==> src/rtl/fast_frame_ctrl.sv <==
// Frame sequencer for the FAST/NMS datapath: unpacks AXI-Stream pixel words,
// drains the pipeline, buffers corner coordinates and streams them back out.
module fast_frame_ctrl #(
    parameter int COL_NUM      = 640,
    parameter int ROW_NUM      = 480,
    parameter int FLUSH_CYCLES = 1300,
    parameter int FIFO_DEPTH   = 16
) (
    input  logic        clk,
    input  logic        rst,
    input  logic        start,
    output logic        busy,
    output logic        done,
    input  logic [31:0] s_axis_tdata,
    input  logic [3:0]  s_axis_tkeep,
    input  logic        s_axis_tlast,
    input  logic        s_axis_tvalid,
    output logic        s_axis_tready,
    output logic [7:0]  pix_data,
    output logic        pix_ce,
    input  logic        iscorner,
    input  logic [9:0]  x_coord,
    input  logic [9:0]  y_coord,
    output logic [31:0] m_axis_tdata,
    output logic [3:0]  m_axis_tkeep,
    output logic        m_axis_tlast,
    output logic        m_axis_tvalid,
    input  logic        m_axis_tready,
    output logic [15:0] corner_cnt,
    output logic        overflow,
    output logic        err_early_last
);
    localparam int TOTAL = COL_NUM * ROW_NUM;
    localparam int CW    = $clog2(TOTAL + 1);
    localparam int FW    = $clog2(FLUSH_CYCLES + 1);
    localparam int AW    = $clog2(FIFO_DEPTH);
    localparam logic [CW-1:0] TOTAL_C = CW'(TOTAL);
    localparam logic [FW-1:0] FLUSH_LAST = FW'(FLUSH_CYCLES - 1);

    typedef enum logic [2:0] {IDLE, FEED, FLUSH, TERM, DONE} state_t;

    state_t        state;
    logic [31:0]   hold_data;
    logic [3:0]    hold_keep;
    logic          hold_last;
    logic [CW-1:0] acc_cnt;
    logic [CW-1:0] emit_cnt;
    logic [FW-1:0] flush_cnt;
    logic [31:0]   mem [FIFO_DEPTH];
    logic [AW:0]   wr_ptr;
    logic [AW:0]   rd_ptr;

    logic [3:0]    keep_rest;
    logic          emit;
    logic          accept;
    logic [CW-1:0] room;
    logic [3:0]    trim_keep;
    logic [2:0]    trim_n;
    logic [7:0]    sel_byte;
    logic          fifo_empty;
    logic          fifo_full;
    logic          pop;
    logic          capture;
    logic          push;

    // Unemitted-byte mask minus its lowest bit; zero means at most one byte remains.
    assign keep_rest     = hold_keep & (hold_keep - 4'd1);
    assign emit          = (state == FEED) && (hold_keep != 4'd0);
    assign s_axis_tready = (state == FEED) && (keep_rest == 4'd0) && (acc_cnt < TOTAL_C) && !hold_last;
    assign accept        = s_axis_tvalid && s_axis_tready;

    // Keep only as many kept bytes as still fit in the frame, LSB-first.
    always_comb begin
        room      = TOTAL_C - acc_cnt;
        trim_keep = 4'd0;
        trim_n    = 3'd0;
        for (int i = 0; i < 4; i++) begin
            if (s_axis_tkeep[i] && (CW'(trim_n) < room)) begin
                trim_keep[i] = 1'b1;
                trim_n       = trim_n + 3'd1;
            end
        end
    end

    always_comb begin
        sel_byte = 8'h00;
        for (int i = 3; i >= 0; i--) begin
            if (hold_keep[i]) sel_byte = hold_data[8*i +: 8];
        end
    end

    assign pix_data = emit ? sel_byte : 8'h00;
    assign pix_ce   = emit || (state == FLUSH);
    assign busy     = (state == FEED) || (state == FLUSH) || (state == TERM);
    assign done     = (state == DONE);

    assign fifo_empty = (wr_ptr == rd_ptr);
    assign fifo_full  = (wr_ptr[AW] != rd_ptr[AW]) && (wr_ptr[AW-1:0] == rd_ptr[AW-1:0]);
    assign pop        = !fifo_empty && m_axis_tready;
    assign capture    = pix_ce && iscorner;
    assign push       = capture && (!fifo_full || pop);

    // Terminator only once the FIFO is drained, so corner words never reorder past it.
    assign m_axis_tvalid = !fifo_empty || (state == TERM);
    assign m_axis_tlast  = fifo_empty && (state == TERM);
    assign m_axis_tkeep  = {4{m_axis_tvalid}};
    assign m_axis_tdata  = !fifo_empty ? mem[rd_ptr[AW-1:0]] :
                           (state == TERM) ? 32'hFFFF_FFFF : 32'h0;

    always_ff @(posedge clk) begin
        if (push) mem[wr_ptr[AW-1:0]] <= {6'b0, y_coord, 6'b0, x_coord};
    end

    always_ff @(posedge clk or negedge rst) begin
        if (!rst) begin
            state          <= IDLE;
            hold_data      <= 32'h0;
            hold_keep      <= 4'd0;
            hold_last      <= 1'b0;
            acc_cnt        <= '0;
            emit_cnt       <= '0;
            flush_cnt      <= '0;
            wr_ptr         <= '0;
            rd_ptr         <= '0;
            corner_cnt     <= 16'h0;
            overflow       <= 1'b0;
            err_early_last <= 1'b0;
        end else begin
            if (push) wr_ptr <= wr_ptr + (AW+1)'(1);
            if (pop)  rd_ptr <= rd_ptr + (AW+1)'(1);
            if (capture && corner_cnt != 16'hFFFF) corner_cnt <= corner_cnt + 16'd1;
            if (capture && fifo_full && !pop) overflow <= 1'b1;

            case (state)
                IDLE: begin
                    if (start) begin
                        state          <= FEED;
                        hold_keep      <= 4'd0;
                        hold_last      <= 1'b0;
                        acc_cnt        <= '0;
                        emit_cnt       <= '0;
                        flush_cnt      <= '0;
                        wr_ptr         <= '0;
                        rd_ptr         <= '0;
                        corner_cnt     <= 16'h0;
                        overflow       <= 1'b0;
                        err_early_last <= 1'b0;
                    end
                end
                FEED: begin
                    if (accept) begin
                        hold_data <= s_axis_tdata;
                        hold_keep <= trim_keep;
                        hold_last <= s_axis_tlast;
                        acc_cnt   <= acc_cnt + CW'(trim_n);
                    end else begin
                        hold_keep <= keep_rest;
                    end
                    if (emit) emit_cnt <= emit_cnt + CW'(1);
                    if (emit && emit_cnt == TOTAL_C - CW'(1)) begin
                        state     <= FLUSH;
                        flush_cnt <= '0;
                    end else if (hold_last && keep_rest == 4'd0) begin
                        state          <= FLUSH;
                        flush_cnt      <= '0;
                        err_early_last <= 1'b1;
                    end
                end
                FLUSH: begin
                    flush_cnt <= flush_cnt + FW'(1);
                    if (flush_cnt == FLUSH_LAST) state <= TERM;
                end
                TERM: begin
                    if (fifo_empty && m_axis_tready) state <= DONE;
                end
                DONE:    state <= IDLE;
                default: state <= IDLE;
            endcase
        end
    end
endmodule

==> config.mk <==
export PLATFORM = sky130hd
export DESIGN_NAME = fast_frame_ctrl
export DESIGN_NICKNAME = d
export VERILOG_FILES = /design/src/rtl/fast_frame_ctrl.sv
export SDC_FILE = /design/constraint.sdc
export NUM_CORES = 1
export LEC_CHECK = 0
export ABC_AREA = 1
export BUFFER_PORTS_ARGS = -buffer_cell sky130_fd_sc_hd__clkbuf_2
export CORE_ASPECT_RATIO = 0.5
export CORE_MARGIN = 4
export CORE_UTILIZATION = 55
export DETAILED_ROUTE_END_ITERATION = 10
export PLACE_DENSITY_LB_ADDON = 0.25
export SETUP_SLACK_MARGIN = 0.15
export SLEW_MARGIN = 40
export SYNTH_ARGS = -nofsm -noshare
export SYNTH_HDL_FRONTEND = slang
export SYNTH_SLANG_ARGS = --single-unit
export TNS_END_PERCENT = 5
==> constraint.sdc <==
create_clock -name clk -period 8.6 [get_ports clk]
set_input_delay 1.72 -clock clk [delete_from_list [all_inputs] [get_ports clk]]
set_output_delay 1.72 -clock clk [all_outputs]
set_load 0.005 [all_outputs]
==> results.cfg, run 1 <==
[critical_path]
timing.critical_path.required_ns = 9.00
setup.worst_path.start = acc_cnt[0]
cpPeakStageDelay_ns = 0.42
r2r_setup_slack_ns = 2.23
startpoint_type = flip-flop
path_common_cell = sky130_fd_sc_hd__nand2_1
crit-reg2reg-capture = acc_cnt[12]
critPathArrivalTime_ns = 6.77
category_of_the_critical_setup_timing_path = reg -> reg
critPathMaxFanout = 6
crit_path_end_kind = flip-flop
timing.reg2reg.worst_path_depth = 42
reg2reg_from = acc_cnt[0]
crit_path_slowest_cell = sky130_fd_sc_hd__o21ai_0

[synthesis]
synth-main-ff-cell = sky130_fd_sc_hd__edfxtp_1
async_reset_ff_share_pct = 26.8
yosysSeqAreaShare_pct = 64.0
number_of_register_bits_inferred_by_synthesis = 437
yosys.cell_count.top_type = sky130_fd_sc_hd__edfxtp_1
synth_nets = 1940
synth.lib_cells_used.distinct = 57
mappedNetlistArea_sq_um = 19600
synth_top_cells_by_count = sky130_fd_sc_hd__edfxtp_1 (320), sky130_fd_sc_hd__nand2_1 (293), sky130_fd_sc_hd__nor2_1 (278), sky130_fd_sc_hd__o21ai_0 (204), sky130_fd_sc_hd__dfrtp_1 (117)
yosysWarningCount = 0
syn_area_per_cell_sq_um = 10.5
synth.largest_area_cell = sky130_fd_sc_hd__edfxtp_1
yosys-top-cells-area = sky130_fd_sc_hd__edfxtp_1 (49%), sky130_fd_sc_hd__dfrtp_1 (15%), sky130_fd_sc_hd__nand2_1 (5.6%), sky130_fd_sc_hd__nor2_1 (5.3%), sky130_fd_sc_hd__o21ai_0 (5.2%)
synth_top_area_share_pct = 49.1
synthesis.instances = 1858
synth_enable_flop_cells = 320

[status]
outcome = complete, no violations

[hold_path]
hold_end = hold_data[14]
min_delay_path_depth = 2
hp-class = reg -> reg
hold_path_startpoint = hold_data[14]

[global_route]
global_route.overflow_total = 0
global_route.usage.met3_pct = 4.26
grt_pass1_vias = 13400
global_route.usage.met2_pct = 38.6
gr-max-usage-layer = met2
grt_start_max_net_pins = 109
grt_use_total_pct = 24.3
groute.layer.met1.usage_pct = 35.7
first_pass_grt_wire_length_mm = 74.0
antenna_violations_before_repair = 0

[timing]
timing.final.setup_violations = 0
fin_worst_skew_ns = 0.0236
period_share_pct = 74.0
hold_violations = 0
max_slew.worst_pin.slew_ns = 0.899
final.hold.worst_slack_ns = 0.477
achievable-frequency_mhz = 157
min_period_ns = 6.37
totalNegativeSetupSlack_ns = 0
number_of_pins_exceeding_their_max_slew_limit_in_the_final_report = 0
grt_setup_unrepaired = no
relSlewSlack_pct = 39.9

[drt]
post-route-drc-count = 0
drtIter0Drc = 1538
avgRoutedWirePerCell_um = 19.4
via_per_inst = 5.82
wl_final_mm = 47.6
detailroute.via_count = 14300
antenna_left = 0
drt_pass1_iterations = 5

[floorplanning]
die_y_um = 141
die-area_sq_um = 38900
floorplan.die.width_um = 275
io-pin-count = 131
start_util_pct = 56.3
placementRows = 48
core_area_sq_um = 34800

[cts]
worst_setup_hold_path_clk_slew_ns = 0.06
ctsHtreeMaxLevel = 2
number_of_buffers_inserted_for_hold_repair_after_clock_tree_synthesis = 0
tritoncts.num_buffers = 38
cts_setup_buffers = 0
cts.sink_count = 437
cts_tree = built
cts.path.max_buffers = 3
clockRootBuffer = sky130_fd_sc_hd__clkbuf_16
clk_latency_ns = 0.56
cts_resized = 0

[cells_and_area]
syn_to_final_growth_pct = 11.2
design.final.nets = 2029
drive_gt1_share_pct = 14.5
end_of_flow_core_utilization_pct = 62.6

[placement]
numPortBuffers = 130
place.gp.congestion = 0.836
detailed_place_hpwl_mm = 27.0

[flow_run]
maximum_capacitance_violations = 0

[power]
max-vdd-ir-drop_uv = 211
power.static_leakage_uw = 0.00825
power.density_nw_per_um2 = 308
==> final cells by class <==
class | count | area [sq um]
diodes | 1 | 2.50
clock buffers | 49 | 1020
clock inverters | 17 | 154
fillers | 2718 | 13000
inverters | 124 | 473
multi-input cells | 1191 | 6140
flip-flops and latches | 437 | 12500
well taps | 475 | 594
repair buffers | 155 | 852
==> layer usage <==
metal | up-vias | part of all wire, %
li1 | 6728 | -
met1 | 6868 | 44
met2 | 593 | 46
met3 | 69 | 9.0
met4 | 0 | 1.5
met5 | - | 0
==> through the flow <==
stage               instances  instance area [sq um]  worst slack [ns]  total power, uW
floorplan                1858                  19600              3.06             4260
global placement         2382                  20600              2.48             5010
detailed placement       2382                  20600              2.32             5060
CTS                      2448                  21800              2.29             6720
global route             2448                  21800              1.57             7110
finish                   2449                  21800              2.23             6710
==> report_power, final <==
part           total [uW]  internal [uW]  switching, uW
Sequential           2620           2460            165
Clock                1660            905            751
Combinational        2430            784           1640
Total                6710           4150           2560
==> state kept, by name, indices dropped and copies added (netlist names) <==
signal / cells
emit_cnt: 19
rd_ptr: 5
hold_data: 32
mem: 320
hold_keep: 4
hold_last: 1
state: 3
flush_cnt: 11
corner_cnt: 16
wr_ptr: 5
acc_cnt: 19
overflow: 1
err_early_last: 1
==> critical path, delay by kind of cell (launching register included) <==
family / cells / cell delay, ns
AO/OA/AOI/OAI: 3 / 0.59
XOR/XNOR: 2 / 0.35
adder cells (fa/ha/maj): 6 / 1.78
flip-flops: 1 / 0.41
AND/OR/NAND/NOR: 24 / 2.55
buffers and inverters: 7 / 0.54
==> worst max path at each step <==
stage,endpoint,slack [ns],depth (start not counted)
6_report,acc_cnt[12],2.23,42
5_1_grt,acc_cnt[12],1.57,42
4_1_cts,acc_cnt[12],2.29,42
3_5_place_dp,acc_cnt[12],2.32,42
3_3_place_gp,acc_cnt[12],2.48,42
2_1_floorplan,acc_cnt[12],3.06,42
==> kinds of logic after synthesis <==
kind of cell | Yosys count | share of synthesized area (%)
compound gates | 393 | 11.9
xor+xnor | 22 | 0.984
fa+ha+maj | 19 | 1.25
buf+inv | 230 | 4.91
flops | 437 | 64.0
mux | 1 | 0.0575
simple gates | 756 | 16.9
==> placed cells by master (no fill, tap or decap), types with 7 or more instances in the layout <==
cell	instances
sky130_fd_sc_hd__a41oi_1	20
sky130_fd_sc_hd__xor2_1	19
sky130_fd_sc_hd__clkbuf_16	38
sky130_fd_sc_hd__buf_4	23
sky130_fd_sc_hd__nand3_1	75
sky130_fd_sc_hd__o22ai_1	65
sky130_fd_sc_hd__clkbuf_1	8
sky130_fd_sc_hd__nand2_1	293
sky130_fd_sc_hd__nor3_1	30
sky130_fd_sc_hd__nor2_1	260
sky130_fd_sc_hd__dfrtp_1	115
sky130_fd_sc_hd__nor4_1	14
sky130_fd_sc_hd__nand2_2	12
sky130_fd_sc_hd__ha_1	18
sky130_fd_sc_hd__a311oi_1	8
sky130_fd_sc_hd__inv_2	14
sky130_fd_sc_hd__o211ai_1	7
sky130_fd_sc_hd__clkinv_1	9
sky130_fd_sc_hd__nor2_2	27
sky130_fd_sc_hd__a21oi_1	42
sky130_fd_sc_hd__inv_1	107
sky130_fd_sc_hd__o21ai_0	204
sky130_fd_sc_hd__clkbuf_2	129
sky130_fd_sc_hd__o221ai_1	26
sky130_fd_sc_hd__edfxtp_1	320
sky130_fd_sc_hd__nand4_1	15
No activity file was read; power rests on OpenSTA's default activity.
==> inputs of run 2 (changes only) <==
--- a/config.mk
+++ b/config.mk
@@ -5,7 +5,7 @@
 export SDC_FILE = /design/constraint.sdc
 export NUM_CORES = 1
 export LEC_CHECK = 0
-export ABC_AREA = 1
+export ABC_AREA = 0
 export BUFFER_PORTS_ARGS = -buffer_cell sky130_fd_sc_hd__clkbuf_2
 export CORE_ASPECT_RATIO = 0.5
 export CORE_MARGIN = 4
==> constraint.sdc (replaced) <==
create_clock -name clk -period 6.5 [get_ports clk]
set_input_delay 1.3 -clock clk [delete_from_list [all_inputs] [get_ports clk]]
set_output_delay 1.3 -clock clk [all_outputs]
set_load 0.005 [all_outputs]
==> run 2 against run 1 <==
Compared with the run above: critical path depth is 12 lower; final area up 1.0%; hold slack gained 0.0013 ns; sequential cell count unchanged; first-iteration DRC count fell by 18%; non-clock buffer count up 41; core utilization up 2.9 points; clock power up 34%; clock skew shrank 0.0063 ns; setup slack got worse by 2.0 ns; synthesized area down 2.8%; critical endpoint unchanged.
==> results.cfg, run 2 <==
[timing]
number_of_pins_exceeding_their_max_slew_limit_in_the_final_report = 0
relSlewSlack_pct = 42.3
hold_violations = 0
grt_setup_unrepaired = no
min_period_ns = 6.23
period_share_pct = 95.9
fin_worst_skew_ns = 0.0174
max_slew.worst_pin.slew_ns = 0.866
totalNegativeSetupSlack_ns = 0
timing.final.setup_violations = 0
achievable-frequency_mhz = 160

[global_route]
antenna_violations_before_repair = 0
global_route.overflow_total = 0
first_pass_grt_wire_length_mm = 68.0
grt_use_total_pct = 23.2
grt_pass1_vias = 11600
grt_start_max_net_pins = 63

[floorplanning]
die_y_um = 140
core_area_sq_um = 33600
io-pin-count = 131
die-area_sq_um = 37800
placementRows = 47
floorplan.die.width_um = 271
start_util_pct = 56.7

[hold_path]
hold_path_startpoint = hold_data[24]
min_delay_path_depth = 2
hold_end = hold_data[24]
hp-class = reg -> reg

[cts]
tritoncts.num_buffers = 39
cts_tree = built
clk_latency_ns = 0.56
cts.sink_count = 437
worst_setup_hold_path_clk_slew_ns = 0.07
cts.path.max_buffers = 3
ctsHtreeMaxLevel = 2
clockRootBuffer = sky130_fd_sc_hd__clkbuf_16

[cells_and_area]
design.final.nets = 1514
leading_cell_type_in_the_layout_fill_and_taps_excluded = sky130_fd_sc_hd__edfxtp_1
drive_gt1_share_pct = 28.9
commonest_non_fill_non_tap_cells_in_the_layout = sky130_fd_sc_hd__edfxtp_1 (320), sky130_fd_sc_hd__nand2_1 (142), sky130_fd_sc_hd__clkbuf_2 (129)
final_cell_area_sq_um = 22000
max_ffs_per_register = 320
insertedDiodeCount = 0
syn_to_final_growth_pct = 15.6

[critical_path]
startpoint_type = flip-flop
critPathMaxFanout = 6
crit_path_end_kind = flip-flop
timing.critical_path.required_ns = 6.93
crit_path_slowest_cell = sky130_fd_sc_hd__o41a_1
timing.reg2reg.worst_path_depth = 30
path_common_cell = sky130_fd_sc_hd__ha_4
cpPeakStageDelay_ns = 0.43
critPathArrivalTime_ns = 6.67
crit-reg2reg-capture = acc_cnt[12]
category_of_the_critical_setup_timing_path = reg -> reg
r2r_setup_slack_ns = 0.27
reg2reg_from = acc_cnt[1]

[synthesis]
synth_nets = 1366
syn_area_per_cell_sq_um = 14.8
synth.largest_area_cell = sky130_fd_sc_hd__edfxtp_1
synth-main-ff-cell = sky130_fd_sc_hd__edfxtp_1
yosys-top-cells-area = sky130_fd_sc_hd__edfxtp_1 (50%), sky130_fd_sc_hd__dfrtp_1 (15%), sky130_fd_sc_hd__mux4_2 (12%), sky130_fd_sc_hd__nand2_1 (2.8%), sky130_fd_sc_hd__nor2_1 (1.9%)
synth_top_cells_by_count = sky130_fd_sc_hd__edfxtp_1 (320), sky130_fd_sc_hd__nand2_1 (144), sky130_fd_sc_hd__dfrtp_1 (117), sky130_fd_sc_hd__mux4_2 (100), sky130_fd_sc_hd__nor2_1 (95)
number_of_register_bits_inferred_by_synthesis = 437
yosysSeqAreaShare_pct = 65.9
mappedNetlistArea_sq_um = 19000
synthesis.instances = 1284
async_reset_ff_share_pct = 26.8
yosysWarningCount = 0
synth.lib_cells_used.distinct = 75
synth_top_area_share_pct = 50.5
yosys.cell_count.top_type = sky130_fd_sc_hd__edfxtp_1
synth_enable_flop_cells = 320

[drt]
detailroute.via_count = 11600
avgRoutedWirePerCell_um = 22.9
drt_pass1_iterations = 5
antenna_left = 0
wl_final_mm = 44.1
post-route-drc-count = 0
via_per_inst = 6.03
drtIter0Drc = 1260

[status]
outcome = complete, no violations

[placement]
post_dp_cell_area_sq_um = 20300
numPortBuffers = 130
detailed_place_hpwl_mm = 25.8
place.gp.congestion = 0.861

[flow_run]
maximum_capacitance_violations = 0

[power]
max-vdd-ir-drop_uv = 217
power.static_leakage_uw = 0.00818
power.density_nw_per_um2 = 394
-- run 2: cell count changes in the layout (fill, tap and decap cells not counted), moves of 51 or more --
cell	before	now
sky130_fd_sc_hd__o21ai_0	204	52
sky130_fd_sc_hd__inv_1	107	43
sky130_fd_sc_hd__nand3_1	75	24
sky130_fd_sc_hd__nor2_1	260	90
sky130_fd_sc_hd__nand2_1	293	142
sky130_fd_sc_hd__o22ai_1	65	0
sky130_fd_sc_hd__mux4_2	0	100
-- run 2: worst max-delay path by stage --
stage / startpoint / endpoint / cells after the start
2_1_floorplan: acc_cnt[0] / acc_cnt[8] / 28
3_3_place_gp: acc_cnt[0] / acc_cnt[8] / 28
3_5_place_dp: acc_cnt[1] / acc_cnt[8] / 28
4_1_cts: acc_cnt[1] / acc_cnt[12] / 30
5_1_grt: acc_cnt[1] / acc_cnt[12] / 30
6_report: acc_cnt[1] / acc_cnt[12] / 30
-- run 2: kinds of logic after synthesis --
group                    after synthesis  synth area share [%]
AND/OR/NAND/NOR                      375                  9.54
flip-flops                           437                  65.9
multiplexers                         108                  12.3
adder cells (fa/ha/maj)               20                  1.34
XOR/XNOR                              62                  2.85
AO/OA/AOI/OAI                        144                  4.94
buffers and inverters                138                  3.16
-- run 2: repair_timing --
action / in CTS / in global routing
endpoints found under the setup margin: 17 / 18
hold buffers: 0 / 0
resized for setup: 13 / 28
hold endpoints to repair: 0 / 0
buffers inserted: 6 / 10
pin swaps: 7 / 21
-- run 2: power by group --
group	internal (uW)	switching, uW	leakage, uW	total [uW]
combinational	1330	1530	0.00315	2860
clock	1220	1020	0.000592	2230
sequential	3270	305	0.00444	3580
total	5820	2850	0.00818	8670
-- run 2: through the flow --
step | utilization (%) | cells | worst slack (ns) | hold WS (ns) | power, uW
floorplan | - | 1284 | 0.163 | 0.446 | 5410
global placement | 60.5 | 1834 | 0.0573 | 0.460 | 6220
detailed placement | 60.6 | 1834 | -0.381 | 0.463 | 6320
CTS | 64.5 | 1911 | 0.0449 | 0.480 | 8590
global route | 65.5 | 1927 | 0.0848 | 0.491 | 9130
finish | 65.5 | 1927 | 0.266 | 0.478 | 8670
-- run 2: critical path: cells and delay by family, from the launching register on --
family	cells	cell delay (ns)
adders and majority gates	6	1.46
and+or+nand+nor	6	1.18
muxes	2	0.61
DFF	1	0.40
xor gates and xnor gates	2	0.26
AOI/OAI and AO/OA	9	1.58
buffers and inverters	5	0.59
-- run 2: metal layers --
layer	vias up	GRT usage (%)	routed length [um]
li1	5144	-	-
met1	5968	32.0	18100
met2	434	38.2	21900
met3	71	5.35	3190
met4	2	5.47	838
met5	-	1.63	87
-- run 2: area by class of cell --
cell class                      instances  area [sq um]
Timing Repair Buffer                  196          1220
Fill cell                            2289         11600
Tap cell                              465           582
Inverter                               49           184
Clock inverter                         16           138
Clock buffer                           55          1080
Multi-Input combinational cell        709          6240
Sequential cell                       437         12500
